$ cat src/rtl/pipelined_inst_decoder_pkg.sv
// pipelined_inst_decoder_pkg: default widths, the buffered decode result type
// and the first-match priority helper shared by the decoder.
package pipelined_inst_decoder_pkg;

    localparam int DEF_INST_W = 32;
    localparam int DEF_SIG_W = 4;
    localparam int DEF_IDX_W = 2;
    localparam int DEF_CNT_W = 16;
    localparam int MAX_ENTRIES = 64;

    typedef struct packed {
        logic [DEF_SIG_W-1:0] sigs;
        logic legal;
        logic [DEF_IDX_W-1:0] idx;
    } decode_result_t;

    // Lowest set bit of the hit vector wins; 0 when nothing hits.
    function automatic int first_hit(input logic [MAX_ENTRIES-1:0] hits);
        first_hit = 0;
        for (int i = MAX_ENTRIES - 1; i >= 0; i--)
            if (hits[i]) first_hit = i;
    endfunction

endpackage

$ cat src/rtl/decode_skid_buf.sv
// decode_skid_buf: 2-entry order-preserving valid/ready buffer; in_ready
// depends only on occupancy, never on out_ready.
module decode_skid_buf
    import pipelined_inst_decoder_pkg::*;
#(
    parameter type T = decode_result_t
) (
    input  logic clk,
    input  logic reset,
    input  logic in_valid,
    output logic in_ready,
    input  T     in_data,
    output logic out_valid,
    input  logic out_ready,
    output T     out_data
);
    T slot0, slot1;
    logic [1:0] cnt;
    logic push, pop;

    assign in_ready = cnt != 2'd2;
    assign out_valid = cnt != 2'd0;
    assign out_data = slot0;
    assign push = in_valid & in_ready;
    assign pop = out_valid & out_ready;

    // Slot 0 is always the head; a push lands in the first slot free after the pop.
    always_ff @(posedge clk or posedge reset) begin
        if (reset) begin
            cnt <= 2'd0;
            slot0 <= '0;
            slot1 <= '0;
        end else begin
            if (pop) slot0 <= slot1;
            if (push && (cnt - 2'(pop)) == 2'd0) slot0 <= in_data;
            if (push && (cnt - 2'(pop)) != 2'd0) slot1 <= in_data;
            cnt <= cnt + 2'(push) - 2'(pop);
        end
    end

endmodule

$ cat src/rtl/pipelined_inst_decoder.sv
// pipelined_inst_decoder: mask/match first-hit decoder into a 2-entry output buffer,
// with a saturating miss counter. DECODE_BAD_CAPTURE_EN adds first-miss capture.
module pipelined_inst_decoder
    import pipelined_inst_decoder_pkg::*;
#(
    parameter int INST_W = DEF_INST_W,
    parameter int SIG_W = DEF_SIG_W,
    parameter int N_ENTRIES = 4,
    parameter logic [N_ENTRIES*INST_W-1:0] TABLE_MATCH =
        {32'hFFFFFFFF, 32'hFFFFFFFF, 32'h0000257B, 32'h0000277B},
    parameter logic [N_ENTRIES*INST_W-1:0] TABLE_MASK =
        {32'h0, 32'h0, 32'hFFFFFFFF, 32'hFFFFFFFF},
    parameter logic [N_ENTRIES*SIG_W-1:0] TABLE_SIGS = {4'h0, 4'h0, 4'h1, 4'h4},
    parameter logic [SIG_W-1:0] DEFAULT_SIGS = 4'h0,
    parameter int CNT_W = DEF_CNT_W,
    localparam int IDX_W = (N_ENTRIES > 1) ? $clog2(N_ENTRIES) : 1
) (
    input  logic              clk,
    input  logic              reset,
    input  logic              io_in_valid,
    output logic              io_in_ready,
    input  logic [INST_W-1:0] io_in_inst,
    output logic              io_out_valid,
    input  logic              io_out_ready,
    output logic [SIG_W-1:0]  io_out_sigs,
    output logic              io_out_legal,
    output logic [IDX_W-1:0]  io_out_idx,
    output logic [CNT_W-1:0]  io_illegal_cnt
`ifdef DECODE_BAD_CAPTURE_EN
    ,
    output logic              io_bad_valid,
    output logic [INST_W-1:0] io_bad_inst,
    input  logic              io_bad_clr
`endif
);
    typedef struct packed {
        logic [SIG_W-1:0] sigs;
        logic legal;
        logic [IDX_W-1:0] idx;
    } result_t;

    result_t dec, head;
    logic [MAX_ENTRIES-1:0] hits;
    logic in_fire, miss;

    always_comb begin
        hits = '0;
        for (int i = 0; i < N_ENTRIES; i++)
            hits[i] = (io_in_inst & TABLE_MASK[i*INST_W +: INST_W]) == TABLE_MATCH[i*INST_W +: INST_W];
        dec.legal = |hits;
        dec.idx = IDX_W'(first_hit(hits));
        dec.sigs = dec.legal ? TABLE_SIGS[int'(dec.idx)*SIG_W +: SIG_W] : DEFAULT_SIGS;
    end

    assign in_fire = io_in_valid & io_in_ready;
    assign miss = in_fire & ~dec.legal;

    decode_skid_buf #(.T(result_t)) u_buf (
        .clk(clk),
        .reset(reset),
        .in_valid(io_in_valid),
        .in_ready(io_in_ready),
        .in_data(dec),
        .out_valid(io_out_valid),
        .out_ready(io_out_ready),
        .out_data(head)
    );

    assign io_out_sigs = head.sigs;
    assign io_out_legal = head.legal;
    assign io_out_idx = head.idx;

    always_ff @(posedge clk or posedge reset) begin
        if (reset) io_illegal_cnt <= '0;
        else if (miss && io_illegal_cnt != '1) io_illegal_cnt <= io_illegal_cnt + 1'b1;
    end

`ifdef DECODE_BAD_CAPTURE_EN
    // A clear in the same cycle as a miss yields to the new capture.
    always_ff @(posedge clk or posedge reset) begin
        if (reset) begin
            io_bad_valid <= 1'b0;
            io_bad_inst <= '0;
        end else if (miss && (!io_bad_valid || io_bad_clr)) begin
            io_bad_valid <= 1'b1;
            io_bad_inst <= io_in_inst;
        end else if (io_bad_clr) begin
            io_bad_valid <= 1'b0;
        end
    end
`endif

endmodule

$ cat config.mk
export PLATFORM = sky130hd
export DESIGN_NAME = pipelined_inst_decoder
export DESIGN_NICKNAME = d
export VERILOG_FILES = /design/src/rtl/pipelined_inst_decoder_pkg.sv /design/src/rtl/decode_skid_buf.sv /design/src/rtl/pipelined_inst_decoder.sv
export SDC_FILE = /design/constraint.sdc
export NUM_CORES = 1
export LEC_CHECK = 0
export BUFFER_PORTS_ARGS = -buffer_cell sky130_fd_sc_hd__buf_2
export CAP_MARGIN = 10
export CORE_MARGIN = 2
export CORE_UTILIZATION = 30
export DETAILED_ROUTE_END_ITERATION = 8
export HOLD_SLACK_MARGIN = 0.02
export PLACE_DENSITY = 0.55
export SYNTH_ARGS = -nofsm -noshare
export SYNTH_HDL_FRONTEND = slang
export SYNTH_SLANG_ARGS = --single-unit
$ cat constraint.sdc
create_clock -name clk -period 6.28 [get_ports clk]
set_clock_uncertainty 0.1 [all_clocks]
set_input_delay 1.256 -clock clk [delete_from_list [all_inputs] [get_ports clk]]
set_output_delay 1.256 -clock clk [all_outputs]
set_load 0.02 [all_outputs]
==> reports/results.tsv, run 1 <==
stage	metric	value	unit
run_status	result of the run	complete, no violations	
detailed_routing	DRT Pass-1 Iters	4	
floorplan	Die Span Y	70.0	um
global_route	global-route track usage on met3	0.0159	
placed_design	Post-Place Cells	232	
synthesis	cell types with the largest area share after synthesis	dfrtp_1 (46%), xor2_1 (10%), nor4_1 (5.3%)	
global_route	met2 capacity usage during global routing	0.198	
placed_design	post-detail-place hpwl	2.20	mm
pwr	Final Power	0.558	mW
clocking	CTS Root Cell	clkbuf_8	
hold_path	worst hold path class	reg -> reg	
global_route	total congestion overflow after global routing	0	
finish	diodes inserted	0	
finish	ratio of cells with drive above 1 in the final layout	0.375	
synthesis	synthesized flop and latch total	24	
pwr	Sw Share	0.362	
detailed_routing	drt first-iter violations	26	
worst_setup_path	type of origin of the critical path	primary input	
pwr	combinational fraction of design power	0.372	
pwr	Seq pwr share	0.390	
placed_design	weighted congestion reported at the end of routability-driven placement	0.747	
detailed_routing	mean routed wirelength per cell	11.5	um
clocking	Post-CTS Resized	0	
finish	Cell Count, Final, Fillers Out	236	
worst_setup_path	Crit Path Class	in -> reg	
finish	Non-Filler Cell Area, Final	1690	sq um
synthesis	most frequent cells after synthesis	dfrtp_1 (24), nand2_1 (15), xor2_1 (15)	
sta	Setup TNS	0	ns
sta	Hold Worst Slack	0.386	ns
floorplan	I/O Pins	61	
finish	Total Nets Final	224	
detailed_routing	total via count in the routed design	1077	
clocking	clock latency at the later pin of the worst-skew pair	0.26	ns
sta	unrepaired setup endpoints after global routing	no	
worst_setup_path	crit path capture type	register	
clocking	number of buffers created by CTS	3	
global_route	via count of the first global-routing pass	1083	
sta	slew at the pin closest to its max-slew limit	0.905	ns
global_route	antenna violations before repair	0	
synthesis	largest area contributor in the netlist	dfrtp_1	
pwr	power density of the placed cells	331	nW/um^2
detailed_routing	Remaining DRCs	0	
synthesis	fraction of synthesized cell area taken by the top area cell type	0.459	
finish	total area of multi-input combinational cells	646	sq um
placed_design	post-placement worst setup slack	3.23	ns
pwr	switching power of the nets	0.202	mW
sta	smallest setup slack after layout	3.53	ns
floorplan	die width	70.0	um
sta	crit path time final	2.75	ns
sta	Max-Slew Margin vs Limit	0.396	
worst_setup_path	Reg2Reg Launch Point	u_buf.cnt[1]$_DFF_PP0_	
clocking	Setup Fix Bufs, Post-CTS	0	
sta	final worst path period share	0.438	
global_route	overall track demand over capacity in global routing	0.123	
detailed_routing	Total Routed Length	2.73	mm
clocking	TritonCTS clock tree	done	
clocking	number of buffers on the longest clock path	2	
worst_setup_path	critical path required time	6.33	ns
floorplan	effective utilization at floorplan	0.307	
clocking	CTS clk-pin slew, worst paths	0.08	ns
floorplan	Die ar.	4900	sq um
pwr	static power due to leakage	0.920	nW
synthesis	count of synthesis-stage warnings from yosys	0	
placed_design	instance area at placement	1620	sq um
synthesis	number of enable-type register cells in the synthesized netlist	0	
sta	number of endpoints failing setup at the final stage	0	
synthesis	Unique masters post-synth	36	
finish	FF/Latch Area	601	sq um
pwr	Max rail drop VDD	0.000187	V
detailed_routing	number of antenna-violating nets in the routed design	0	
synthesis	dominant register cell in the synthesized netlist	dfrtp_1	
synthesis	Mapped Avg Cell Area	10.2	sq um
finish	final core occ	0.396	
placed_design	Port Buffer Count	57	
worst_setup_path	largest driver fanout on the critical path	15	
global_route	met1 GRT Util	0.169	
global_route	first-pass GRT wire length	4.89	mm
synthesis	cell with the most instances after synthesis	dfrtp_1	
pwr	clock network power share	0.238	
clocking	CTS H-tree lvls	1	
worst_setup_path	CP Data Arrival Time	2.80	ns
synthesis	async set or reset register ratio after synthesis	1.00	
finish	Area growth, synth to finish	29.0	%
sta	Max Clock Freq	364	MHz
clocking	Sinks on Clock Net	24	
floorplan	Core Rows	24	
clocking	count of hold buffers inserted by post-cts repair	0	
sta	final-report hold violation count	0	
hold_path	launch instance of the worst min-delay path	io_illegal_cnt[7]$_DFFE_PP0P_	
synthesis	Netlist Area Pre-Place	1310	sq um
synthesis	register area share after synthesis	0.459	
global_route	pin count of the biggest net entering global routing	25	
flow_run	Max-cap violations	0	
finish	fill cell instance count of the final layout	459	
sta	fin. max-slew vios	0	
floorplan	core outline area	4260	sq um
worst_setup_path	start point of the critical path	io_in_inst[18]	
detailed_routing	number of vias per cell after detailed routing	4.56	
global_route	GRT Max-Usage Layer	met2	
pwr	internal power	0.356	mW
synthesis	synthesized instance count	128	
==> cell families (layout without fill, tap and decap cells) <==
logic type / after synthesis / after routing / synth area share
and+or+nand+nor: 60 / 60 / 0.278
xor gates and xnor gates: 17 / 17 / 0.114
AOI/OAI and AO/OA: 8 / 8 / 0.0373
adders and majority gates: 3 / 3 / 0.0287
muxes: 3 / 3 / 0.0277
DFF: 24 / 24 / 0.459
buffers and inverters: 12 / 66 / 0.0526
other: 1 / 3 / 0.00287
==> power by group through the flow <==
stage                     clock network [mW]  registers [mW]  logic, mW
after floorplan                            0           0.244      0.127
after global placement                     0           0.221      0.208
after detailed placement                   0           0.221      0.210
after CTS                              0.137           0.218      0.211
after global routing                   0.145           0.224      0.234
final                                  0.133           0.218      0.208
==> sequential cells by signal, indices dropped and copies added, names as in the netlist <==
signal,count
u_buf.out_data,3
u_buf.slot1,3
io_illegal_cnt,16
u_buf.cnt,2
==> per-layer routing <==
| layer | wire length [um] | up-vias | part of all wire |
|---|---|---|---|
| met4 | 30 | 0 | 0.011 |
| li1 | - | 562 | - |
| met5 | 0 | - | 0 |
| met1 | 1320 | 495 | 0.48 |
| met3 | 83 | 2 | 0.030 |
| met2 | 1290 | 18 | 0.47 |
==> cells in the final DEF, fill, tap and decap left out, drive strengths merged, types with 4 or more instances in the layout <==
master,count
nor3,6
nand4,6
nor4,12
nand2,15
nand3,4
o21ai,4
buf,57
inv,5
dfrtp,24
xor2,15
==> final timing paths <==
check,slack [ns],cells after the start,to
hold / removal,0.39,1,io_illegal_cnt[7]$_DFFE_PP0P_
hold reg to reg,0.39,1,io_illegal_cnt[7]$_DFFE_PP0P_
setup reg to reg,4.05,8,u_buf.slot1[2]$_DFFE_PP0P_
min in group asynchronous,1.08,2,u_buf.cnt[0]$_DFF_PP0_
setup / recovery,3.53,6,io_illegal_cnt[1]$_DFFE_PP0P_
max in group asynchronous,4.45,2,io_illegal_cnt[0]$_DFFE_PP0P_
==> critical path: stages <==
cell     delay, ns
buf_2         0.10
nor4_1        0.29
nand4_1       0.20
o21ai_2       0.53
nor2_2        0.10
mux2_4        0.32
==> layout make-up <==
type                            count  area share
Multi-Input combinational cell     94       0.383
Clock buffer                        3      0.0245
Sequential cell                    24       0.356
Tap cell                           52      0.0386
Inverter                            5      0.0111
Timing Repair Buffer               57       0.169
Clock inverter                      1      0.0178
Power figures use the tool's default switching activity.
==> run 2, diff against run 1 <==
==> constraint.sdc (replaced) <==
create_clock -name clk -period 2.85 [get_ports clk]
set_clock_uncertainty 0.1 [all_clocks]
set_input_delay 0.57 -clock clk [delete_from_list [all_inputs] [get_ports clk]]
set_output_delay 0.57 -clock clk [all_outputs]
set_load 0.02 [all_outputs]
==> reports/results.tsv, run 2 (same netlist as run 1, synthesis figures left out) <==
stage	metric	value	unit	change
pwr	internal power	0.728	mW	+100%
placed_design	post-detail-place hpwl	2.30	mm	+4.6%
sta	number of endpoints failing setup at the final stage	0		unchanged
flow_run	Max-cap violations	0		unchanged
detailed_routing	number of antenna-violating nets in the routed design	0		unchanged
worst_setup_path	largest stage delay on the critical path	0.65	ns	+0.12 ns
finish	Area growth, synth to finish	28.3	%	
pwr	switching power of the nets	0.456	mW	+130%
worst_setup_path	CP Data Arrival Time	2.28	ns	-0.52 ns
detailed_routing	Remaining DRCs	0		unchanged
run_status	result of the run	complete, no violations		
floorplan	Die Span Y	70.0	um	unchanged
global_route	overall track demand over capacity in global routing	0.127		+0.00372
detailed_routing	number of vias per cell after detailed routing	4.57		+0.13%
sta	final worst path period share	0.777		
sta	Max Clock Freq	451	MHz	
finish	ratio of cells with drive above 1 in the final layout	0.378		+0.00338
finish	diodes inserted	0		unchanged
global_route	first-pass GRT wire length	5.07	mm	+3.7%
sta	unrepaired setup endpoints after global routing	no		
global_route	antenna violations before repair	0		unchanged
sta	fin. max-slew vios	0		unchanged
pwr	static power due to leakage	0.918	nW	-0.25%
detailed_routing	total via count in the routed design	1083		+0.56%
global_route	total congestion overflow after global routing	0		unchanged
worst_setup_path	type of origin of the critical path	register		
pwr	Max rail drop VDD	0.000374	V	+99%
clocking	Post-CTS Resized	0		unchanged
floorplan	I/O Pins	61		unchanged
hold_path	worst hold path class	in -> async		
detailed_routing	wire length on met3	83	um	unchanged
clocking	number of buffers on the longest clock path	2		unchanged
placed_design	Port Buffer Count	57		unchanged
sta	Max-Slew Margin vs Limit	0.393		-0.00247
worst_setup_path	Critical-path top delay cell	nor4_4		
detailed_routing	Routed met1 length	1.36	mm	+3.4%
clocking	number of buffers created by CTS	3		unchanged
sta	Setup TNS	0	ns	unchanged
detailed_routing	Top Layer Used	met4		
detailed_routing	routed wl met2	1.38	mm	+6.7%
detailed_routing	drt first-iter violations	33		+27%
sta	final-report hold violation count	0		unchanged
worst_setup_path	Buf+Inv Stages, Crit Path	0		-1
floorplan	Die ar.	4900	sq um	unchanged
finish	Total Nets Final	225		+0.45%
clocking	TritonCTS clock tree	done		
clocking	CTS clk-pin slew, worst paths	0.08	ns	about the same
pwr	power density of the placed cells	706	nW/um^2	+110%
floorplan	core outline area	4260	sq um	unchanged
global_route	via count of the first global-routing pass	1126		+4.0%
sta	slew at the pin closest to its max-slew limit	0.909	ns	+0.00370 ns
worst_setup_path	critical path cell sequence	ha_1, nand3_1, nand2b_4, nor4_4, nor2_2, mux2_4		
clocking	CTS Root Cell	clkbuf_8		
sta	crit path time final	2.21	ns	
pwr	clock network power share	0.196		-0.042
pwr	Seq pwr share	0.407		+0.017
finish	flip-flop count of the largest register after layout	16		unchanged
floorplan	Core Rows	24		unchanged
worst_setup_path	cell class contributing the biggest share of worst-path delay	simple AND/OR/NAND/NOR gates		
clocking	CTS H-tree lvls	1		unchanged
worst_setup_path	critical path required time	2.91	ns	-3.42 ns
finish	commonest cells after routing, fill and taps aside	buf_2 (57), dfrtp_1 (24), nand2_1 (15), xor2_1 (15), nor4_1 (11)		
global_route	pin count of the biggest net entering global routing	25		unchanged
worst_setup_path	Crit Path Class	reg -> reg		
detailed_routing	Total Routed Length	2.89	mm	+5.9%
placed_design	weighted congestion reported at the end of routability-driven placement	0.737		-1.4%
clocking	Sinks on Clock Net	24		unchanged
pwr	Sw Share	0.385		+0.0236
pwr	combinational fraction of design power	0.398		+0.026
finish	Largest Register	io_illegal_cnt		
detailed_routing	DRT Pass-1 Iters	4		unchanged
worst_setup_path	largest driver fanout on the critical path	14		-1
detailed_routing	mean routed wirelength per cell	12.2	um	+5.4%
clocking	count of hold buffers inserted by post-cts repair	0		unchanged
floorplan	die width	70.0	um	unchanged
finish	most common cell after layout, fill and taps aside	buf_2		
clocking	clock latency at the later pin of the worst-skew pair	0.27	ns	about the same
floorplan	effective utilization at floorplan	0.307		unchanged
pwr	Final Power	1.18	mW	+110%
worst_setup_path	crit path capture type	register		
clocking	Setup Fix Bufs, Post-CTS	0		unchanged
run 2: cell types whose count changed in the layout (fill, tap and decap cells not counted), sizes merged:
cell	before	now
bufinv	1	0
clkbuf	3	4
buf	57	58
run 2: path summary, 6_finish.rpt:
| path | startpoint | end | slack [ns] | depth (start not counted) |
|---|---|---|---|---|
| worst max-delay path | io_illegal_cnt[0]$_DFFE_PP0P_ | io_illegal_cnt[1]$_DFFE_PP0P_ | 0.64 | 6 |
| worst min-delay path | reset | u_buf.cnt[1]$_DFF_PP0_ | 0.39 | 2 |
| worst max register to register | io_illegal_cnt[0]$_DFFE_PP0P_ | io_illegal_cnt[1]$_DFFE_PP0P_ | 0.64 | 6 |
| worst min register to register | io_illegal_cnt[7]$_DFFE_PP0P_ | io_illegal_cnt[7]$_DFFE_PP0P_ | 0.39 | 1 |
| max in group asynchronous | reset | io_illegal_cnt[2]$_DFFE_PP0P_ | 1.71 | 2 |
| min in group clk | io_illegal_cnt[7]$_DFFE_PP0P_ | io_illegal_cnt[7]$_DFFE_PP0P_ | 0.39 | 1 |
run 2: cell type report:
| cell class | count | area [sq um] |
|---|---|---|
| multi-input combinational | 94 | 646 |
| sequential | 24 | 601 |
| tap | 52 | 65.1 |
| timing repair buffer | 58 | 293 |
| fill | 450 | 2590 |
| clock buffer | 4 | 55.1 |
| inverter | 5 | 18.8 |
run 2: power groups by stage:
stage                     combinational, mW  clock (mW)  sequential, mW
after floorplan                       0.281           0           0.538
after global placement                0.472           0           0.484
after detailed placement              0.471           0           0.487
after CTS                             0.476       0.240           0.482
after global routing                  0.525       0.253           0.496
final                                 0.471       0.232           0.481
run 2: layer usage:
metal / global-route usage / vias up
met2: 0.205 / 16
met3: 0.0202 / 4
met1: 0.166 / 503
li1: - / 560
met4: 0.0577 / 0
met5: 0 / -
run 2: worst register-to-register path: stages (launching register included):
cell and delay (ns):
dfrtp_1 0.43, ha_1 0.18, nand3_1 0.10, nand2b_4 0.19, nor4_4 0.65, nor2_2 0.13
mux2_4 0.32
run 2: through the flow:
| step | std cells | setup slack [ns] | util | hold WS [ns] | cell area [sq um] |
|---|---|---|---|---|---|
| 6_report | 237 | 0.635 | 0.393 | 0.390 | 1680 |
| 5_1_grt | 237 | 0.407 | 0.393 | 0.415 | 1680 |
| 4_1_cts | 237 | 0.617 | 0.393 | 0.396 | 1680 |
| 2_1_floorplan | 130 | 0.769 | - | 0.351 | 1320 |
| 3_5_place_dp | 233 | 0.634 | 0.381 | 0.382 | 1620 |
| 3_3_place_gp | 233 | 0.691 | 0.381 | 0.375 | 1620 |
